==> config.mk <==
export PLATFORM = sky130hd
export DESIGN_NAME = toggle_sample_packer
export DESIGN_NICKNAME = d
export VERILOG_FILES = /design/src/rtl/toggle_pack_pkg.sv /design/src/rtl/pack_fifo2.sv /design/src/rtl/toggle_sample_packer.sv
export SDC_FILE = /design/constraint.sdc
export NUM_CORES = 1
export LEC_CHECK = 0
export BUFFER_PORTS_ARGS = -buffer_cell sky130_fd_sc_hd__buf_2
export CAP_MARGIN = 20
export CORE_UTILIZATION = 40
export CTS_CLUSTER_DIAMETER = 60
export CTS_CLUSTER_SIZE = 40
export DETAILED_ROUTE_END_ITERATION = 7
export PLACE_DENSITY_LB_ADDON = 0.3
export SYNTH_ARGS = -nofsm -noshare
export SYNTH_HDL_FRONTEND = slang
export SYNTH_HIERARCHICAL = 1
export SYNTH_SLANG_ARGS = --single-unit
==> constraint.sdc <==
create_clock -name clock -period 3.6 [get_ports clock]
set_clock_uncertainty 0.15 [all_clocks]
set_input_delay 0.36 -clock clock [delete_from_list [all_inputs] [get_ports clock]]
set_output_delay 0.36 -clock clock [all_outputs]
set_load 0.005 [all_outputs]
==> src/rtl/toggle_pack_pkg.sv <==
// Shared types and default sizes for the toggle sample packer.
package toggle_pack_pkg;

    // Occupancy of the 2-entry output buffer
    typedef enum logic [1:0] {
        OCC_EMPTY = 2'd0,
        OCC_ONE   = 2'd1,
        OCC_TWO   = 2'd2
    } occ_e;

    localparam int unsigned DEF_WIDTH  = 8;   // samples per packed word
    localparam int unsigned DEF_EDGE_W = 16;  // rising-edge counter width
    localparam int unsigned DEF_DROP_W = 8;   // saturating drop counter width

endpackage : toggle_pack_pkg

==> src/rtl/pack_fifo2.sv <==
// Two-entry word buffer with occupancy FSM; flags a drop when full and
// a push arrives without a pop.
// Ports:
//   clock, rst_n           clock and async active-low reset
//   push, push_data        completed word offered this cycle
//   out_ready              consumer accepts head word
//   out_valid, out_data    registered head of buffer (0 when empty)
//   drop_c                 combinational: push discarded this cycle
module pack_fifo2
    import toggle_pack_pkg::*;
#(
    parameter int unsigned WIDTH = DEF_WIDTH
) (
    input  logic             clock,
    input  logic             rst_n,
    input  logic             push,
    input  logic [WIDTH-1:0] push_data,
    input  logic             out_ready,
    output logic             out_valid,
    output logic [WIDTH-1:0] out_data,
    output logic             drop_c
);

    occ_e             state_q, state_nxt;
    logic [WIDTH-1:0] head_nxt;
    logic [WIDTH-1:0] tail_q, tail_nxt;
    logic             pop_c;

    assign pop_c = out_valid && out_ready;

    // State, head/tail storage and registered valid
    always_ff @(posedge clock or negedge rst_n) begin
        if (!rst_n) begin
            state_q   <= OCC_EMPTY;
            out_data  <= '0;
            tail_q    <= '0;
            out_valid <= 1'b0;
        end else begin
            state_q   <= state_nxt;
            out_data  <= head_nxt;
            tail_q    <= tail_nxt;
            out_valid <= (state_nxt != OCC_EMPTY);
        end
    end

    // Next occupancy, head/tail movement and drop detection
    always_comb begin
        state_nxt = state_q;
        head_nxt  = out_data;
        tail_nxt  = tail_q;
        drop_c    = 1'b0;
        case (state_q)
            OCC_EMPTY: begin
                if (push) begin
                    state_nxt = OCC_ONE;
                    head_nxt  = push_data;
                end
            end
            OCC_ONE: begin
                if (push && pop_c) begin
                    head_nxt = push_data;
                end else if (push) begin
                    state_nxt = OCC_TWO;
                    tail_nxt  = push_data;
                end else if (pop_c) begin
                    state_nxt = OCC_EMPTY;
                    head_nxt  = '0;
                end
            end
            OCC_TWO: begin
                if (push && pop_c) begin
                    head_nxt = tail_q;
                    tail_nxt = push_data;
                end else if (pop_c) begin
                    state_nxt = OCC_ONE;
                    head_nxt  = tail_q;
                    tail_nxt  = '0;
                end else if (push) begin
                    drop_c = 1'b1;
                end
            end
            default: begin
                state_nxt = OCC_EMPTY;
                head_nxt  = '0;
                tail_nxt  = '0;
            end
        endcase
    end

endmodule : pack_fifo2

==> src/rtl/toggle_sample_packer.sv <==
// Samples a single upstream bit on enabled cycles, packs WIDTH samples
// LSB-first into words, buffers them two deep on a valid/ready stream,
// counts rising edges of the sampled bit and tracks dropped words.
// Ports:
//   clock, rst_n           clock and async active-low reset
//   sample_in, sample_en   bit to sample and its qualifier
//   out_ready              consumer accepts head word
//   clear_ovf              clears overflow and drop_count
//   out_valid, out_data    output word stream
//   edge_count             rising edges seen on sampled bit (wrapping)
//   overflow, drop_count   sticky drop flag and saturating drop count
module toggle_sample_packer
    import toggle_pack_pkg::*;
#(
    parameter int unsigned WIDTH  = DEF_WIDTH,
    parameter int unsigned EDGE_W = DEF_EDGE_W,
    parameter int unsigned DROP_W = DEF_DROP_W
) (
    input  logic              clock,
    input  logic              rst_n,
    input  logic              sample_in,
    input  logic              sample_en,
    input  logic              out_ready,
    input  logic              clear_ovf,
    output logic              out_valid,
    output logic [WIDTH-1:0]  out_data,
    output logic [EDGE_W-1:0] edge_count,
    output logic              overflow,
    output logic [DROP_W-1:0] drop_count
);

    localparam int unsigned FILL_W = (WIDTH > 1) ? $clog2(WIDTH) : 1;

    logic [FILL_W-1:0] fill_q;
    logic [WIDTH-1:0]  partial_q;
    logic              prev_sample_q;
    logic              push_c;
    logic [WIDTH-1:0]  word_c;
    logic              drop_c;

    // Final sample goes straight into the word so it can push on this edge
    assign push_c = sample_en && (fill_q == FILL_W'(WIDTH - 1));
    assign word_c = {sample_in, partial_q[WIDTH-2:0]};

    // Sample packing
    always_ff @(posedge clock or negedge rst_n) begin
        if (!rst_n) begin
            fill_q    <= '0;
            partial_q <= '0;
        end else if (sample_en) begin
            partial_q[fill_q] <= sample_in;
            fill_q            <= push_c ? '0 : fill_q + FILL_W'(1);
        end
    end

    // Rising-edge counter on the sampled stream
    always_ff @(posedge clock or negedge rst_n) begin
        if (!rst_n) begin
            prev_sample_q <= 1'b0;
            edge_count    <= '0;
        end else if (sample_en) begin
            prev_sample_q <= sample_in;
            if (!prev_sample_q && sample_in)
                edge_count <= edge_count + EDGE_W'(1);
        end
    end

    // Overflow flag and saturating drop count; a drop outranks clear_ovf
    always_ff @(posedge clock or negedge rst_n) begin
        if (!rst_n) begin
            overflow   <= 1'b0;
            drop_count <= '0;
        end else if (drop_c) begin
            overflow <= 1'b1;
            if (clear_ovf)
                drop_count <= DROP_W'(1);
            else if (drop_count != {DROP_W{1'b1}})
                drop_count <= drop_count + DROP_W'(1);
        end else if (clear_ovf) begin
            overflow   <= 1'b0;
            drop_count <= '0;
        end
    end

    pack_fifo2 #(
        .WIDTH (WIDTH)
    ) u_fifo (
        .clock     (clock),
        .rst_n     (rst_n),
        .push      (push_c),
        .push_data (word_c),
        .out_ready (out_ready),
        .out_valid (out_valid),
        .out_data  (out_data),
        .drop_c    (drop_c)
    );

endmodule : toggle_sample_packer

==> results.sh, run 1 <==
export IMPL_outcome="complete, no violations"
export IMPL_final_layout_size_suffix_gt1_frac=0.2473
export IMPL_seqPwrFrac=0.502
export IMPL_viasPerCell=5.432
export IMPL_die_w_microns=83.44
export IMPL_clock_tree_root_cell="clkbuf_8"
export IMPL_drc=0
export IMPL_hold_violations=0
export IMPL_areaGrowthSynthToFinish_pct=13.58
export IMPL_slew_viol_final=0
export IMPL_slew_headroom=0.3717
export IMPL_clock_fmax_ghz=0.3913
export IMPL_ios=40
export IMPL_vdd_ir_drop_max_mv=0.2570
export IMPL_clk_pin_slew_ps=100
export IMPL_synth_warnings=6
export IMPL_nets=288
export IMPL_cts_hold_buf=0
export IMPL_grt_max_degree=45
export IMPL_p_clk_frac=0.193
export IMPL_timing_hold_ws_ps=22.20
export IMPL_cts_resized=0
export IMPL_final_setup_tns_ps=0
export IMPL_floorplan_die_height_microns=83.44
export IMPL_crit_arrival_ps=2610
export IMPL_ant_nets=0
export IMPL_drt_pass1_iterations=4
export IMPL_synth_flop_cell="dfrtp_1"
export IMPL_htree_levels=2
export IMPL_combPwrFrac=0.304
export IMPL_rsz0062_at_grt="no"
export IMPL_gp_congestion=0.8223
export IMPL_seq_area_frac_synth=0.5189
export IMPL_busiest_layer="met2"
export IMPL_fp_row_count=29
export IMPL_leakage_nw=1.445
export IMPL_endpoint_kind="flop"
export IMPL_critical_path_required_ps=3650
export IMPL_cts_buffers=5
export IMPL_synthDistinctLibCells=44
export IMPL_wl_microns=5197
export IMPL_crit_type="reg2reg"
export IMPL_swShare=0.3474
export IMPL_syn_inst=233
export IMPL_detail_route_iter0_violations=92
export IMPL_start_util=0.4154
export IMPL_synth_edf_count=0
export IMPL_first_global_vias=1835
export IMPL_hpwlAfterDp_microns=3639
export IMPL_tightest_slew_ps=942.5
export IMPL_ys_ff_latch=55
export IMPL_design_area_sq_um=3013
export IMPL_critPathMaxFanout=10
export IMPL_dpl_cell_area_sq_um=2924
export IMPL_n_antenna_cell=0
export IMPL_use_met1=0.2198
export IMPL_clock_sinks=55
export IMPL_drv_cap=0
export IMPL_reg2reg_to="u_fifo/tail_q[2]"
export IMPL_syn_area_per_cell_sq_um=11.38
export IMPL_fin_crit_sh=0.7099
export IMPL_fin_crit_ps=2556
export IMPL_routedWlPerCell_microns=14.76
export IMPL_pwr_density_cell_nw_per_um2=593.8
export IMPL_grt_antenna_before_repair=0
export IMPL_use_met3=0.03181
export IMPL_track_usage=0.1588
export IMPL_grt_pass1_wl_microns=8832
export IMPL_worst_hold_path_type="in2async"
export IMPL_clk_latency_ps=310
export IMPL_p_switching_w=0.0006214
export IMPL_syn_nets=247
export IMPL_p_total_w=0.001789
export IMPL_num_vias=1912
export IMPL_synth_cell_area_sq_um=2653
export IMPL_async_flop_share=1.000
export IMPL_met2_usage=0.2444
export IMPL_cts_tree="yes"
export IMPL_die_area_sq_um=6961
export IMPL_p_int_w=0.001168
export IMPL_portBuffers=39
export IMPL_overflow=0
export IMPL_coreArea_sq_um=6386
export IMPL_r2r_cells=6
export IMPL_post_cts_setup_buffers=0
export IMPL_startpoint_type="flop"
export IMPL_timing_rr_start="fill_q[0]"
export IMPL_setup_viol=0
export IMPL_r2r_slack_ps=1040
export IMPL_cts_buffer_depth=2
cells by family (layout without fill, tap and decap cells):
kind of cell	count (synthesis)	in the layout	synth area share
and+or+nand+nor	80	80	0.1656
DFF	55	55	0.5189
AOI/OAI and AO/OA	41	41	0.1222
xor gates and xnor gates	18	18	0.05943
muxes	18	18	0.07594
buffers and inverters	13	55	0.02028
adders and majority gates	8	8	0.03774
flip-flops by register name (all words and copies together) (netlist names), 2 cells and up:
name and cells:
edge_count 16, drop_count 8, u_fifo/out_data 8, u_fifo/tail_q 8
partial_q 7, fill_q 3, u_fifo/state_q 2
area by class of cell:
class	instances	area [sq um]
timing repair buffer	40	202.7
clock inverter	2	16.27
multi-input combinational	165	1222
inverter	7	26.28
tap	77	96.34
clock buffer	6	72.57
fill	603	3373
sequential	55	1376
Yosys cell counts, types with 2 or more instances:
cell,instances,share of area
a22oi_1,8,0.023
a21oi_1,5,0.0094
mux2_2,17,0.072
clkbuf_1,4,0.0057
nand2_1,16,0.023
o21ai_0,5,0.0094
a41o_1,2,0.0075
nand3b_1,3,0.0085
nor3_1,7,0.013
inv_1,7,0.0099
nor2_1,11,0.016
and4_1,3,0.0099
ha_1,8,0.038
a31oi_1,2,0.0047
xnor2_1,17,0.056
dfrtp_1,55,0.52
and2_1,2,0.0047
and3_1,12,0.028
nand3_1,10,0.019
o2bb2ai_1,9,0.030
nand4_1,7,0.017
routing by layer:
layer  routed length [microns]  part of all wire
met5                         0                 0
met4                        84             0.016
met3                       168             0.032
met2                      2343              0.45
met1                      2600              0.50
per-stage QoR:
step,utilization,worst slack [ps],cells
finish,0.4718,1044,352
global route,0.4718,939.5,352
CTS,0.4718,1040,352
detailed placement,0.4579,1063,344
global placement,0.4579,1135,344
floorplan,-,1427,233
power by group through the flow:
| stage | logic, W | clock network [W] | registers, W |
|---|---|---|---|
| 6_report | 0.000545 | 0.000346 | 0.000898 |
| 2_1_floorplan | 0.000380 | 0 | 0.000877 |
| 5_1_grt | 0.000609 | 0.000385 | 0.000925 |
| 4_1_cts | 0.000554 | 0.000356 | 0.000899 |
| 3_5_place_dp | 0.000553 | 0 | 0.000909 |
| 3_3_place_gp | 0.000539 | 0 | 0.000902 |
critical path, cell delays in order, from the launching register on:
cell,delay [ps]
dfrtp_1,500
ha_1,200
ha_1,170
and2_1,270
a21bo_2,290
a221oi_4,470
mux2_2,400
how the worst max path moves through the flow:
stage	endpoint	startpoint	slack, ps	cells past startpoint
after global routing	u_fifo/tail_q[2]	fill_q[0]	940	6
final	u_fifo/tail_q[2]	fill_q[0]	1040	6
after detailed placement	u_fifo/tail_q[2]	fill_q[0]	1060	6
after global placement	u_fifo/tail_q[0]	fill_q[0]	1140	6
after CTS	u_fifo/tail_q[2]	fill_q[0]	1040	6
after floorplan	drop_count[5]	u_fifo/state_q[0]	1430	8
layout by cell type, fill, tap and decap left out, types with 2 or more instances in the layout:
cell type,count
a41o_1,2
and3_1,12
xnor2_1,17
a31oi_1,2
dfrtp_1,55
and2_1,2
inv_1,7
nor2_1,11
nand3_1,10
ha_1,8
a21oi_1,5
nor3_1,7
a22oi_1,8
o21ai_0,5
nand3b_1,3
nand2_1,16
mux2_2,17
nand4_1,7
buf_2,39
o2bb2ai_1,9
and4_1,3
clkbuf_8,5
(Power assumes the default switching activity.)
==> run 2, diff against run 1 <==
Clock period 3.6 ns to 2.3 ns, I/O delays scaled along.
==> run 2 against run 1 <==
Compared with the run above: register-to-register slack got worse by 930 ps; maximum frequency up 17%; flip-flop and latch count unchanged; worst hold slack gained 46 ps; non-clock buffer count grew 6; critical endpoint is now u_fifo/tail_q[5]; largest power group unchanged; highest routed layer unchanged.
==> results.sh, run 2 (synthesis gave the netlist of run 1 again) <==
export IMPL_outcome="complete, no violations"
export IMPL_die_area_sq_um=6961
export IMPL_p_switching_w=0.0009675
export IMPL_dp_slack_ps=145.4
export IMPL_p_int_w=0.001852
export IMPL_n_antenna_cell=0
export IMPL_die_w_microns=83.44
export IMPL_drt_pass1_iterations=4
export IMPL_p_total_w=0.002820
export IMPL_areaGrowthSynthToFinish_pct=15.75
export IMPL_hpwlAfterDp_microns=3730
export IMPL_cp_common_cell="ha_1"
export IMPL_p_clk_frac=0.183
export IMPL_fillCellCount=568
export IMPL_coreArea_sq_um=6386
export IMPL_clk_pin_slew_ps=90
export IMPL_clock_tree_root_cell="clkbuf_8"
export IMPL_slew_viol_final=0
export IMPL_crit_type="reg2reg"
export IMPL_layout_commonest_cell="dfrtp_1"
export IMPL_grt_antenna_before_repair=0
export IMPL_swShare=0.3431
export IMPL_layout_common_cells="dfrtp_1, buf_2, xnor2_1, mux2_2, nand2_1"
export IMPL_endpoint_kind="flop"
export IMPL_setup_viol=0
export IMPL_regMostFlops="edge_count"
export IMPL_final_setup_tns_ps=0
export IMPL_design_area_sq_um=3070
export IMPL_wl_microns=5249
export IMPL_clock_sinks=55
export IMPL_cts_buffer_depth=2
export IMPL_fin_crit_sh=0.9494
export IMPL_combPwrFrac=0.323
export IMPL_seqPwrFrac=0.494
export IMPL_fp_row_count=29
export IMPL_clock_fmax_ghz=0.4579
export IMPL_track_usage=0.1593
export IMPL_path_cells="ha_1, ha_1, and2_1, buf_4, a41o_1, and3_1, mux2_2"
export IMPL_slowest_delay_ps=420
export IMPL_num_vias=1952
export IMPL_viasPerCell=5.453
export IMPL_crit_arrival_ps=2230
export IMPL_ant_nets=0
export IMPL_floorplan_die_height_microns=83.44
export IMPL_cp_slowest_cell="dfrtp_1"
export IMPL_hold_violations=0
export IMPL_post_cts_setup_buffers=0
export IMPL_cts_tree="yes"
export IMPL_detail_route_iter0_violations=100
export IMPL_htree_levels=2
export IMPL_startpoint_type="flop"
export IMPL_portBuffers=39
export IMPL_setup_ws_ps=116.3
export IMPL_slew_headroom=0.6496
export IMPL_clk_latency_ps=310
export IMPL_pwr_density_cell_nw_per_um2=918.4
export IMPL_final_layout_size_suffix_gt1_frac=0.2598
export IMPL_start_util=0.4154
export IMPL_cts_buffers=5
export IMPL_dpl_cell_area_sq_um=2974
export IMPL_critPathMaxFanout=8
export IMPL_vdd_ir_drop_max_mv=0.3993
export IMPL_fin_crit_ps=2184
export IMPL_leakage_nw=1.481
export IMPL_routedWlPerCell_microns=14.66
export IMPL_worst_hold_path_type="in2reg"
export IMPL_grt_max_degree=35
export IMPL_grt_pass1_wl_microns=8997
export IMPL_critical_path_required_ps=2350
export IMPL_drv_cap=0
export IMPL_gp_congestion=0.7883
export IMPL_overflow=0
export IMPL_largest_reg_flops=16
export IMPL_tightest_slew_ps=525.6
export IMPL_ios=40
export IMPL_nets=294
export IMPL_drc=0
export IMPL_first_global_vias=1852
export IMPL_rsz0062_at_grt="no"
==> run 2: power by group through the flow <==
stage | combinational (W) | sequential [W] | clock, W
final | 0.000910 | 0.00139 | 0.000517
after global routing | 0.00101 | 0.00142 | 0.000575
after CTS | 0.000910 | 0.00139 | 0.000536
after detailed placement | 0.000913 | 0.00141 | 0
after global placement | 0.000889 | 0.00140 | 0
after floorplan | 0.000595 | 0.00137 | 0
==> run 2: layer usage <==
metal  track usage  wire (microns)  up-vias
li1              -               -      949
met1        0.2204            2539      966
met2        0.2534            2493       32
met3       0.03082             138        5
met4       0.05085              78        0
met5             0               0        -
==> run 2: critical path, delay by kind of cell, from the launching register on <==
kind                       cells  cell delay [ps]
adders and majority gates      2              390
AOI/OAI and AO/OA              1              320
buffers and inverters          1              160
muxes                          1              260
and+or+nand+nor                2              380
DFF                            1              420
==> run 2: cell type report <==
class / instances / area (sq um) / area share
clock inverters: 1 / 5.005 / 0.001630
multi-input cells: 165 / 1224 / 0.3985
repair buffers: 46 / 266.5 / 0.08680
clock buffers: 7 / 76.32 / 0.02486
flip-flops and latches: 55 / 1376 / 0.4482
well taps: 77 / 96.34 / 0.03138
inverters: 7 / 26.28 / 0.008557
==> run 2: final timing paths <==
kind,from,end,slack [ps],depth (start not counted)
max,fill_q[1],u_fifo/tail_q[5],120,7
min,clear_ovf,drop_count[5],70,2
max reg2reg,fill_q[1],u_fifo/tail_q[5],120,7
min reg2reg,edge_count[15],edge_count[15],330,1
max in group asynchronous,rst_n,partial_q[6],1170,3
min in group asynchronous,rst_n,drop_count[6],280,2
==> run 2: stage by stage <==
step | std cells | hold WS (ps) | utilization
detailed placement | 349 | 81.95 | 0.4657
floorplan | 233 | -215.6 | -
CTS | 358 | 53.19 | 0.4800
global placement | 349 | 80.16 | 0.4657
finish | 358 | 68.31 | 0.4808
global route | 358 | 72.76 | 0.4808
==> run 2: repair_timing <==
| action | in CTS | in global routing |
|---|---|---|
| resized for setup | 0 | 2 |
| hold buffers | 1 | 0 |
| hold endpoints to repair | 21 | 0 |
| endpoints found under the setup margin | 0 | 3 |
